[config.mk]
export PLATFORM = sky130hd
export DESIGN_NAME = cmsdk_apb3_eg_master_interface
export DESIGN_NICKNAME = d
export VERILOG_FILES = /design/src/rtl/cmsdk_apb3_eg_master_interface.sv
export SDC_FILE = /design/constraint.sdc
export NUM_CORES = 1
export LEC_CHECK = 0
export ABC_CLOCK_PERIOD_IN_PS = 1700
export CAP_MARGIN = 20
export CORE_UTILIZATION = 37
export CTS_CLUSTER_SIZE = 14
export DETAILED_ROUTE_END_ITERATION = 16
export PLACE_DENSITY_LB_ADDON = 0.1
export SKIP_LAST_GASP = 1
export SLEW_MARGIN = 20
export SYNTH_ARGS = -nofsm -noshare
export SYNTH_HDL_FRONTEND = slang
export SYNTH_SLANG_ARGS = --single-unit
[constraint.sdc]
create_clock -name pclk -period 1.7 [get_ports pclk]
set_input_delay 0.34 -clock pclk [delete_from_list [all_inputs] [get_ports pclk]]
set_output_delay 0.34 -clock pclk [all_outputs]
set_load 0.02 [all_outputs]
[src/rtl/cmsdk_apb3_eg_master_interface.sv]
// APB3 requester: turns a valid/ready register request into an APB3 SETUP/ACCESS transfer
// and returns read data and slave error through a one-entry response register.
module cmsdk_apb3_eg_master_interface #(
  parameter int ADDRWIDTH = 12,
  parameter int TIMEOUT   = 16
) (
  input  logic                 pclk,
  input  logic                 presetn,
  input  logic                 req_valid,
  output logic                 req_ready,
  input  logic                 req_write,
  input  logic [ADDRWIDTH-1:0] req_addr,
  input  logic [31:0]          req_wdata,
  output logic                 rsp_valid,
  input  logic                 rsp_ready,
  output logic [31:0]          rsp_rdata,
  output logic                 rsp_err,
  output logic                 timeout,
  output logic                 psel,
  output logic                 penable,
  output logic                 pwrite,
  output logic [ADDRWIDTH-1:0] paddr,
  output logic [31:0]          pwdata,
  input  logic [31:0]          prdata,
  input  logic                 pready,
  input  logic                 pslverr
);

  localparam logic [1:0] ST_IDLE   = 2'd0;
  localparam logic [1:0] ST_SETUP  = 2'd1;
  localparam logic [1:0] ST_ACCESS = 2'd2;

  localparam logic [7:0] TIMEOUT_CNT = 8'(TIMEOUT);
  localparam bit         TIMEOUT_EN  = (TIMEOUT != 0);

  logic [1:0]           state_reg,     state_next;
  logic                 psel_reg,      psel_next;
  logic                 penable_reg,   penable_next;
  logic                 pwrite_reg,    pwrite_next;
  logic [ADDRWIDTH-1:0] paddr_reg,     paddr_next;
  logic [31:0]          pwdata_reg,    pwdata_next;
  logic                 rsp_valid_reg, rsp_valid_next;
  logic [31:0]          rsp_rdata_reg, rsp_rdata_next;
  logic                 rsp_err_reg,   rsp_err_next;
  logic [7:0]           wait_cnt_reg,  wait_cnt_next;
  logic [31:0]          rdata_masked;
  logic                 accept;

  // Writes return zero data, so the slave's read bus is masked off by direction.
  genvar gi;
  generate
    for (gi = 0; gi < 32; gi++) begin : g_rdata_mask
      assign rdata_masked[gi] = prdata[gi] & ~pwrite_reg;
    end
  endgenerate

  // A request is only taken when the response slot is empty or being drained this edge.
  assign req_ready = (state_reg == ST_IDLE) && (!rsp_valid_reg || rsp_ready);
  assign accept    = req_valid && req_ready;

  always_comb begin
    state_next     = state_reg;
    psel_next      = psel_reg;
    penable_next   = penable_reg;
    pwrite_next    = pwrite_reg;
    paddr_next     = paddr_reg;
    pwdata_next    = pwdata_reg;
    rsp_valid_next = rsp_valid_reg;
    rsp_rdata_next = rsp_rdata_reg;
    rsp_err_next   = rsp_err_reg;
    wait_cnt_next  = wait_cnt_reg;

    if (rsp_valid_reg && rsp_ready) begin
      rsp_valid_next = 1'b0;
    end

    case (state_reg)
      ST_IDLE: begin
        if (accept) begin
          paddr_next    = req_addr;
          pwdata_next   = req_wdata;
          pwrite_next   = req_write;
          psel_next     = 1'b1;
          penable_next  = 1'b0;
          wait_cnt_next = 8'd0;
          state_next    = ST_SETUP;
        end
      end
      ST_SETUP: begin
        penable_next = 1'b1;
        state_next   = ST_ACCESS;
      end
      ST_ACCESS: begin
        if (pready) begin
          rsp_valid_next = 1'b1;
          rsp_rdata_next = rdata_masked;
          rsp_err_next   = pslverr;
          psel_next      = 1'b0;
          penable_next   = 1'b0;
          state_next     = ST_IDLE;
        end else if (wait_cnt_reg != 8'hFF) begin
          wait_cnt_next = wait_cnt_reg + 8'd1;
        end
      end
      default: begin
        psel_next    = 1'b0;
        penable_next = 1'b0;
        state_next   = ST_IDLE;
      end
    endcase
  end

  always_ff @(posedge pclk) begin
    if (!presetn) begin
      state_reg     <= ST_IDLE;
      psel_reg      <= 1'b0;
      penable_reg   <= 1'b0;
      pwrite_reg    <= 1'b0;
      paddr_reg     <= '0;
      pwdata_reg    <= 32'd0;
      rsp_valid_reg <= 1'b0;
      rsp_rdata_reg <= 32'd0;
      rsp_err_reg   <= 1'b0;
      wait_cnt_reg  <= 8'd0;
    end else begin
      state_reg     <= state_next;
      psel_reg      <= psel_next;
      penable_reg   <= penable_next;
      pwrite_reg    <= pwrite_next;
      paddr_reg     <= paddr_next;
      pwdata_reg    <= pwdata_next;
      rsp_valid_reg <= rsp_valid_next;
      rsp_rdata_reg <= rsp_rdata_next;
      rsp_err_reg   <= rsp_err_next;
      wait_cnt_reg  <= wait_cnt_next;
    end
  end

  // Timeout is advisory only; the transfer keeps waiting for pready.
  assign timeout   = TIMEOUT_EN && (state_reg == ST_ACCESS) && (wait_cnt_reg >= TIMEOUT_CNT);

  assign psel      = psel_reg;
  assign penable   = penable_reg;
  assign pwrite    = pwrite_reg;
  assign paddr     = paddr_reg;
  assign pwdata    = pwdata_reg;
  assign rsp_valid = rsp_valid_reg;
  assign rsp_rdata = rsp_rdata_reg;
  assign rsp_err   = rsp_err_reg;

endmodule
==> After elaboration in Yosys (flattened, before gate mapping) <==
Cells that the tools add are included.
{ "classes": {"bitwise": 34, "n_eq_ne": 7, "n_addsub": 1, "reduce_logical": 13, "muxes": 15, "magnitude_cmp": 1} }
{ "ops": {"columns": ["cell", "count"], "rows": [
  ["$and A1 B1 Y1", 32],
  ["$mux W8", 3],
  ["$pmux W8 S2", 1],
  ["$add A8 B1 Y8 const B", 1],
  ["$ge A8 B5 Y1 const B", 1],
  ["$ne A2 B2 Y1 const B", 4],
  ["$ne A8 B8 Y1 const B", 1],
  ["$mux W1", 6],
  ["$pmux W1 S3", 2],
  ["$pmux W2 S3", 1],
  ["$reduce_and A2 Y1", 3],
  ["$logic_and A1 B1 Y1", 4],
  ["$mux W2", 2],
  ["$reduce_and A4 Y1", 1],
  ["$reduce_and A3 Y1", 1],
  ["$eq A2 B1 Y1 const B", 1],
  ["$eq A2 B2 Y1 const B", 1],
  ["$logic_not A2 Y1", 1],
  ["$not A1 Y1", 2],
  ["$reduce_bool A2 Y1", 1],
  ["$logic_not A1 Y1", 1],
  ["$logic_or A1 B1 Y1", 1]
]} }
{ "totals": {"output_inout_bits": 83, "elab_cells": 81, "reg_bits": 91} }

==> Longest topological paths before layout <==
Gate-level depths: netlist of run 1.
{ "logic_depth": {"ltp_word": 6, "ltp_mapped": 7, "ltp_nobuf": 5} }

==> Least setup slack after synthesis of run 1 <==
No wires, ideal clock.
{ "synth_timing": {"path_type": "register -> register", "startpoint": "reg wait_cnt_reg[0]", "endpoint": "reg wait_cnt_reg[5]", "slack_ps": -69, "path_stages_with_launch": 7, "period_less_slack_ps": 1769, "t_arrival_ps": 1677, "path_buffers": 1, "path_cell_list": "dfxtp_1 -> ha_1 -> and3_4 -> and4_4 -> buf_6 -> or4_4 -> o32ai_1"} }
{ "synth_via": {"elab_chain_len": 4, "elab_cells_between_ends": 7, "classes_between": "add/sub (1); eq/ne (2); mux (3); reduce/logical (1)"} }
{ "synth_rtl": {"columns": ["element", "line", "text"], "rows": [
  ["start, declared", "45", "logic [7:0] wait_cnt_reg, wait_cnt_next;"],
  ["start signal, assigned", "135", "wait_cnt_reg <= wait_cnt_next;"],
  ["$add A8 B1 Y8", "102", "wait_cnt_next = wait_cnt_reg + 8'd1;"],
  ["$mux W8", "101", "end else if (wait_cnt_reg != 8'hFF) begin"],
  ["$mux W8", "94", "if (pready) begin"],
  ["$pmux W8 S2", "77", "case (state_reg)"]
]} }
Several ways; a longest one is shown, not always the timed one. The select of a mux whose other input is x is not followed.
A chain may end at the register's enable or synchronous reset.

==> Final worst setup path of run 1 <==
{ "layout_timing": {"startpoint": "in rsp_ready", "endpoint": "out req_ready"} }
{ "layout_via": {"elab_chain_len": 2} }
{ "layout_rtl": {"columns": ["element", "line", "text"], "rows": [
  ["start, declared", "15", "input logic rsp_ready,"],
  ["$logic_or A1 B1 Y1", "58", "assign req_ready = (state_reg == ST_IDLE) && (!rsp_valid_reg || rsp_ready);"],
  ["$logic_and A1 B1 Y1", "58", null],
  ["end, declared", "10", "output logic req_ready,"]
]} }
No other way between the ends.

==> results of run 1 <==
worst register-to-register path: cells and delay by family, from the launching register on:
family,cells,cell delay (ns)
buffers and inverters,1,0.12
and+or+nand+nor,3,0.80
AOI/OAI and AO/OA,1,0.28
DFF,1,0.36
per-stage QoR:
| step | cell area [µm²] | setup slack, ns | cells |
|---|---|---|---|
| global route | 5760 | -0.0214 | 715 |
| detailed placement | 5450 | -0.353 | 698 |
| CTS | 5670 | 0.000546 | 714 |
| global placement | 5450 | -0.330 | 698 |
| finish | 5760 | 0.0488 | 715 |
| floorplan | 3530 | -0.0246 | 432 |
worst min path at each step:
stage,cells after the start,slack (ns),end,start
after detailed placement,2,0.44,rsp_rdata[13]$_SDFFE_PN0P_,rsp_rdata[13]$_SDFFE_PN0P_
after global routing,2,0.47,rsp_rdata[25]$_SDFFE_PN0P_,rsp_rdata[25]$_SDFFE_PN0P_
after floorplan,2,0.47,wait_cnt_reg[3]$_SDFFE_PN0P_,wait_cnt_reg[3]$_SDFFE_PN0P_
after CTS,2,0.46,rsp_rdata[13]$_SDFFE_PN0P_,rsp_rdata[13]$_SDFFE_PN0P_
final,2,0.45,rsp_rdata[26]$_SDFFE_PN0P_,rsp_rdata[26]$_SDFFE_PN0P_
after global placement,2,0.44,rsp_rdata[17]$_SDFFE_PN0P_,rsp_rdata[17]$_SDFFE_PN0P_
report_power, final:
group | switching [mW] | leakage (nW) | total, mW | internal (mW)
Combinational | 0.413 | 1.60 | 0.885 | 0.472
Clock | 0.745 | 0.0998 | 1.51 | 0.766
Sequential | 0.0471 | 0.744 | 2.27 | 2.22
Total | 1.21 | 2.44 | 4.67 | 3.46
routing by layer:
metal  part of all wire  wire length (µm)  up-vias  track usage
met5                  0                 0        -            0
met4              0.020               195        0       0.0837
met3              0.084               829       18       0.0752
met2               0.47              4680      117        0.330
met1               0.42              4200     1611        0.254
li1                   -                 -     1780            -
layout make-up:
class / count / area (µm²)
clock buffers: 13 / 159
clock inverters: 3 / 46.3
multi-input cells: 302 / 1580
repair buffers: 190 / 1980
inverters: 5 / 18.8
well taps: 111 / 139
fillers: 797 / 3440
flip-flops and latches: 91 / 1830
cells by family after synthesis:
group	Yosys count	share of synthesized area
AO/OA/AOI/OAI	99	0.154
adder cells (fa/ha/maj)	2	0.00712
flip-flops	91	0.519
AND/OR/NAND/NOR	201	0.273
buffers and inverters	39	0.0470
cell usage in the layout (no fill, tap or decap), types with 5 or more instances in the layout:
cell / n
nand3b_1: 34
nor2_1: 6
dlymetal6s2s_1: 24
clkdlybuf4s50_1: 139
a21oi_1: 83
buf_12: 7
dfxtp_2: 5
nand2_1: 135
clkbuf_8: 11
buf_4: 18
dfxtp_1: 86
Yosys cell counts (all sizes together), types with 2 or more instances:
cell type | number | share of area
nand2b | 3 | 0.0053
ha | 2 | 0.0071
and3 | 3 | 0.0068
buf | 11 | 0.017
nand3 | 2 | 0.0029
nand2 | 135 | 0.14
or4 | 3 | 0.0075
nor3 | 3 | 0.0043
a31oi | 2 | 0.0036
and2 | 3 | 0.0053
nor2 | 6 | 0.0064
o31ai | 2 | 0.0043
o22ai | 4 | 0.0071
a21oi | 83 | 0.12
clkbuf | 23 | 0.025
or3 | 2 | 0.0036
nor4 | 3 | 0.0053
nand3b | 34 | 0.073
dfxtp | 91 | 0.52
inv | 5 | 0.0053
o21ai | 2 | 0.0029
a2111oi | 2 | 0.0050
timing repair:
| item | 4_1_cts | 5_1_grt |
|---|---|---|
| pin swaps | 0 | 1 |
| setup endpoints to repair | 2 | 31 |
| buffers inserted | 0 | 1 |
| gates resized for setup | 9 | 31 |
| endpoints found under the hold margin | 0 | 0 |
==> impl_metrics.yaml, run 1 <==
worst_setup_path:
  crit_chain: "clkdlybuf4s50_1, nand2b_4, and2_1, clkdlybuf4s15_2"
  timing_worst_setup_path_type: "in -> out"
  rrSetupSlack_ns: 0.07
  cp_max_fo: 3
  cp.arrival_ns: 1.31
  cp.depth: 4
  crit_buf_inv: 2
  worst_setup_path_start_kind: "input port"
  end_kind: "primary output"
  rr_worst_depth: 5
  critPathLaunch: "rsp_ready"
  cp_top_family: "buffers and inverters"
  crit_path_top_delay_cell: "clkdlybuf4s50_1"
  setup.worst_path.end: "req_ready"
  r2r_start: "wait_cnt_reg[1]$_SDFFE_PN0P_"
  worstReg2RegEnd: "wait_cnt_reg[7]$_SDFFE_PN0P_"
  critPathMaxStageDelay_ns: 0.46
  cp_data_required_time_ns: 1.36
placement:
  gp_congestion: 0.763
  dpl.hpwl_mm: 6.83
  io_buffers: 165
floorplanning:
  initial_core_util: 0.382
  die-height_um: 99.4
  die_x_um: 99.4
  die_area_um2: 9890
  io-pin-count: 166
  std_cell_rows: 35
  core_um2: 9200
global_route:
  grt_use_total: 0.207
  antenna_found_initial: 0
  grt_overflow: 0
  grt_first_pass_wirelength_mm: 16.4
  first_global_vias: 3468
  grt_max_degree: 50
timing:
  skew_ns: 0.00892
  tightest_slew_ns: 0.413
  final.setup.tns_ns: 0
  slew_viol_final: 0
  finalHoldViolCount: 0
  relSlewSlack: 0.722
  period_minus_slack_ns: 1.65
  fmax_mhz: 606
  period_share: 0.971
  rsz0062_at_grt: "true"
  holdWs_ns: 0.452
  setup-violations-final: 0
routing:
  wl_per_cell_um: 13.9
  num_vias: 3526
  via_per_inst: 4.93
  drc: 0
  drt-initial-drc-count: 133
  wl_mm: 9.91
  drt-pass1-iter-count: 5
  ant_nets: 0
final_layout:
  utilization: 0.626
  num_antenna_cells: 0
  fin_nets: 684
  drive_gt1_frac: 0.101
  area_growth_pct: 63.9
min_path:
  min-delay-path-class: "reg -> reg"
logic_synthesis:
  synth-edff-count: 0
  syn_nets: 517
  async_flop_share: 0
  synth-main-ff-cell: "dfxtp_1"
  synth.distinct_cells: 36
  yosys_warnings: 0
  syn_area_per_cell_um2: 8.13
  synth-seq-cells: 91
  synth.yosys.seq_area_share: 0.519
  syn_inst: 432
  syn_area_um2: 3510
power_and_ir_drop:
  ir_drop_mv: 0.489
  p_leak_nw: 2.44
  powerDensity_nw_per_um2: 811
  total_power_mw: 4.67
cts:
  cts-buffers-inserted: 9
  worstSkewPairLatency_ns: 0.35
  root_buffer: "clkbuf_8"
  h-tree-depth: 3
  hold_buffers: 0
  cts_tree: "yes"
  cts_buffer_depth: 2
  clock_sinks: 91
  clk_pin_slew_ns: 0.08
outcome:
  outcome: "finished clean"
flow_run:
  max_cap_violations: 0
Power figures use the tool's default switching activity.
==> run 2, diff against run 1 <==
CORE_ASPECT_RATIO = 0.8   (was default)
GPL_ROUTABILITY_DRIVEN = 1   (was default)
==> impl_metrics.yaml, run 2 (synthesis results as in run 1) <==
outcome:
  outcome: "finished clean"
power_and_ir_drop:
  p_leak_nw: 2.15
  ir_drop_mv: 0.648
  swShare: 0.238
  p_int_mw: 4.07
  p_clk_frac: 0.406
  combPwrFrac: 0.167
  power_frac_seq: 0.427
  powerDensity_nw_per_um2: 916
  p_switching_mw: 1.27
routing:
  drc: 0
  via_per_inst: 4.94
  num_vias: 3555
  drt-initial-drc-count: 238
  drt-pass1-iter-count: 5
  ant_nets: 0
  wl_mm: 10.3
  wl_per_cell_um: 14.3
worst_setup_path:
  r2r_start: "wait_cnt_reg[1]$_SDFFE_PN0P_"
  crit_chain: "clkdlybuf4s50_1, and2b_1, a31oi_4, or4_1, a221oi_2"
  cp_data_required_time_ns: 1.95
  critPathMaxStageDelay_ns: 0.54
  cp.arrival_ns: 1.90
  worstReg2RegEnd: "wait_cnt_reg[7]$_SDFFE_PN0P_"
  cp_top_family: "simple AND/OR/NAND/NOR gates"
  rrSetupSlack_ns: 0.08
  worst_setup_path_start_kind: "input port"
  critPathLaunch: "pready"
  timing_worst_setup_path_type: "in -> reg"
  crit_path_top_delay_cell: "or4_1"
  rr_worst_depth: 5
  cp_max_fo: 6
  crit_buf_inv: 1
  end_kind: "flop"
placement:
  dpl.hpwl_mm: 7.00
  gp_congestion: 0.784
  io_buffers: 165
timing:
  holdWs_ns: 0.448
  finalHoldViolCount: 0
  fmax_mhz: 606
  relSlewSlack: 0.767
  skew_ns: 0.00609
  period_minus_slack_ns: 1.65
  setup-violations-final: 0
  tightest_slew_ns: 0.341
  period_share: 0.971
  slew_viol_final: 0
final_layout:
  drive_gt1_frac: 0.0977
  utilization: 0.640
  layout_commonest_cell: "clkdlybuf4s50_1"
  area_growth_pct: 66.0
  layout.cells.most_common_list: "clkdlybuf4s50_1 (159), nand2_1 (135), dfxtp_1 (88)"
  fin_nets: 684
  num_antenna_cells: 0
  nFillCells: 789
min_path:
  min_path_cells: 2
  hp-start: "rsp_rdata[31]$_SDFFE_PN0P_"
  min-delay-path-class: "reg -> reg"
  hold_path_end: "rsp_rdata[31]$_SDFFE_PN0P_"
cts:
  worstSkewPairLatency_ns: 0.33
  hold_buffers: 0
  clk_pin_slew_ns: 0.06
  cts-buffers-inserted: 9
  root_buffer: "clkbuf_16"
  clock_sinks: 91
  cts_tree: "yes"
  cts_buffer_depth: 2
  h-tree-depth: 3
global_route:
  grt_first_pass_wirelength_mm: 15.8
  grt_max_degree: 58
  first_global_vias: 3163
  antenna_found_initial: 0
  grt_overflow: 0
  grt_use_total: 0.202
floorplanning:
  die_x_um: 111
  io-pin-count: 166
  initial_core_util: 0.385
  std_cell_rows: 31
  die_area_um2: 9890
  core_um2: 9110
  die-height_um: 89.1
flow_run:
  max_cap_violations: 0
-- run 2: cell count changes in the layout (fill, tap and decap cells not counted), moves of 2 or more --
cell	before	now
clkbuf_16	0	9
clkbuf_8	11	2
clkdlybuf4s50_1	139	159
dfxtp_1	86	88
dfxtp_2	5	3
dlymetal6s2s_1	24	4
-- run 2: through the flow --
stage	setup TNS, ns	instances	instance area, µm²	power (mW)	setup slack [ns]
after floorplan	-0.0246	432	3530	2.70	-0.0246
after global placement	-8.98	702	5460	3.20	-0.361
after detailed placement	-8.87	702	5460	3.21	-0.382
after CTS	-0.0439	718	5800	5.39	-0.0268
after global routing	-0.00234	719	5830	5.56	-0.00234
final	0	719	5830	5.34	0.0500
-- run 2: worst reg2reg max path: cells and delay by family, from the launching register on --
kind / cells / cell delay [ns]
buf+inv: 1 / 0.11
flops: 1 / 0.35
compound gates: 1 / 0.27
simple gates: 3 / 0.82
-- run 2: layer usage --
| layer | part of all wire | wire length [µm] | GRT usage |
|---|---|---|---|
| met4 | 0.0049 | 50 | 0.0436 |
| met1 | 0.44 | 4550 | 0.252 |
| met3 | 0.088 | 903 | 0.0963 |
| met5 | 0 | 0 | 0 |
| met2 | 0.47 | 4790 | 0.321 |
-- run 2: layout make-up --
cell class | count | area (µm²) | area share
sequential | 91 | 1830 | 0.313
inverter | 5 | 18.8 | 0.00322
timing repair buffer | 190 | 1930 | 0.331
multi-input combinational | 302 | 1590 | 0.272
clock inverter | 4 | 72.6 | 0.0124
clock buffer | 12 | 256 | 0.0440
tap | 115 | 144 | 0.0247
-- run 2: worst max-delay path by stage --
| stage | cells past startpoint | end |
|---|---|---|
| finish | 5 | wait_cnt_reg[7]$_SDFFE_PN0P_ |
| global route | 5 | wait_cnt_reg[7]$_SDFFE_PN0P_ |
| CTS | 4 | req_ready |
| detailed placement | 5 | wait_cnt_reg[7]$_SDFFE_PN0P_ |
| global placement | 6 | wait_cnt_reg[1]$_SDFFE_PN0P_ |
| floorplan | 6 | wait_cnt_reg[5]$_SDFFE_PN0P_ |
-- run 2: timing repair --
| item | 4_1_cts | 5_1_grt |
|---|---|---|
| hold endpoints to repair | 0 | 0 |
| setup buffers | 0 | 1 |
| pin swaps | 1 | 2 |
| resized for setup | 6 | 11 |
| endpoints found under the setup margin | 5 | 9 |
-- run 2: power groups by stage --
| stage | Combinational [mW] | Clock, mW | Sequential (mW) |
|---|---|---|---|
| global placement | 0.879 | 0 | 2.32 |
| detailed placement | 0.886 | 0 | 2.33 |
| global route | 0.960 | 2.31 | 2.29 |
| floorplan | 0.268 | 0 | 2.43 |
| finish | 0.890 | 2.17 | 2.28 |
| CTS | 0.894 | 2.22 | 2.28 |
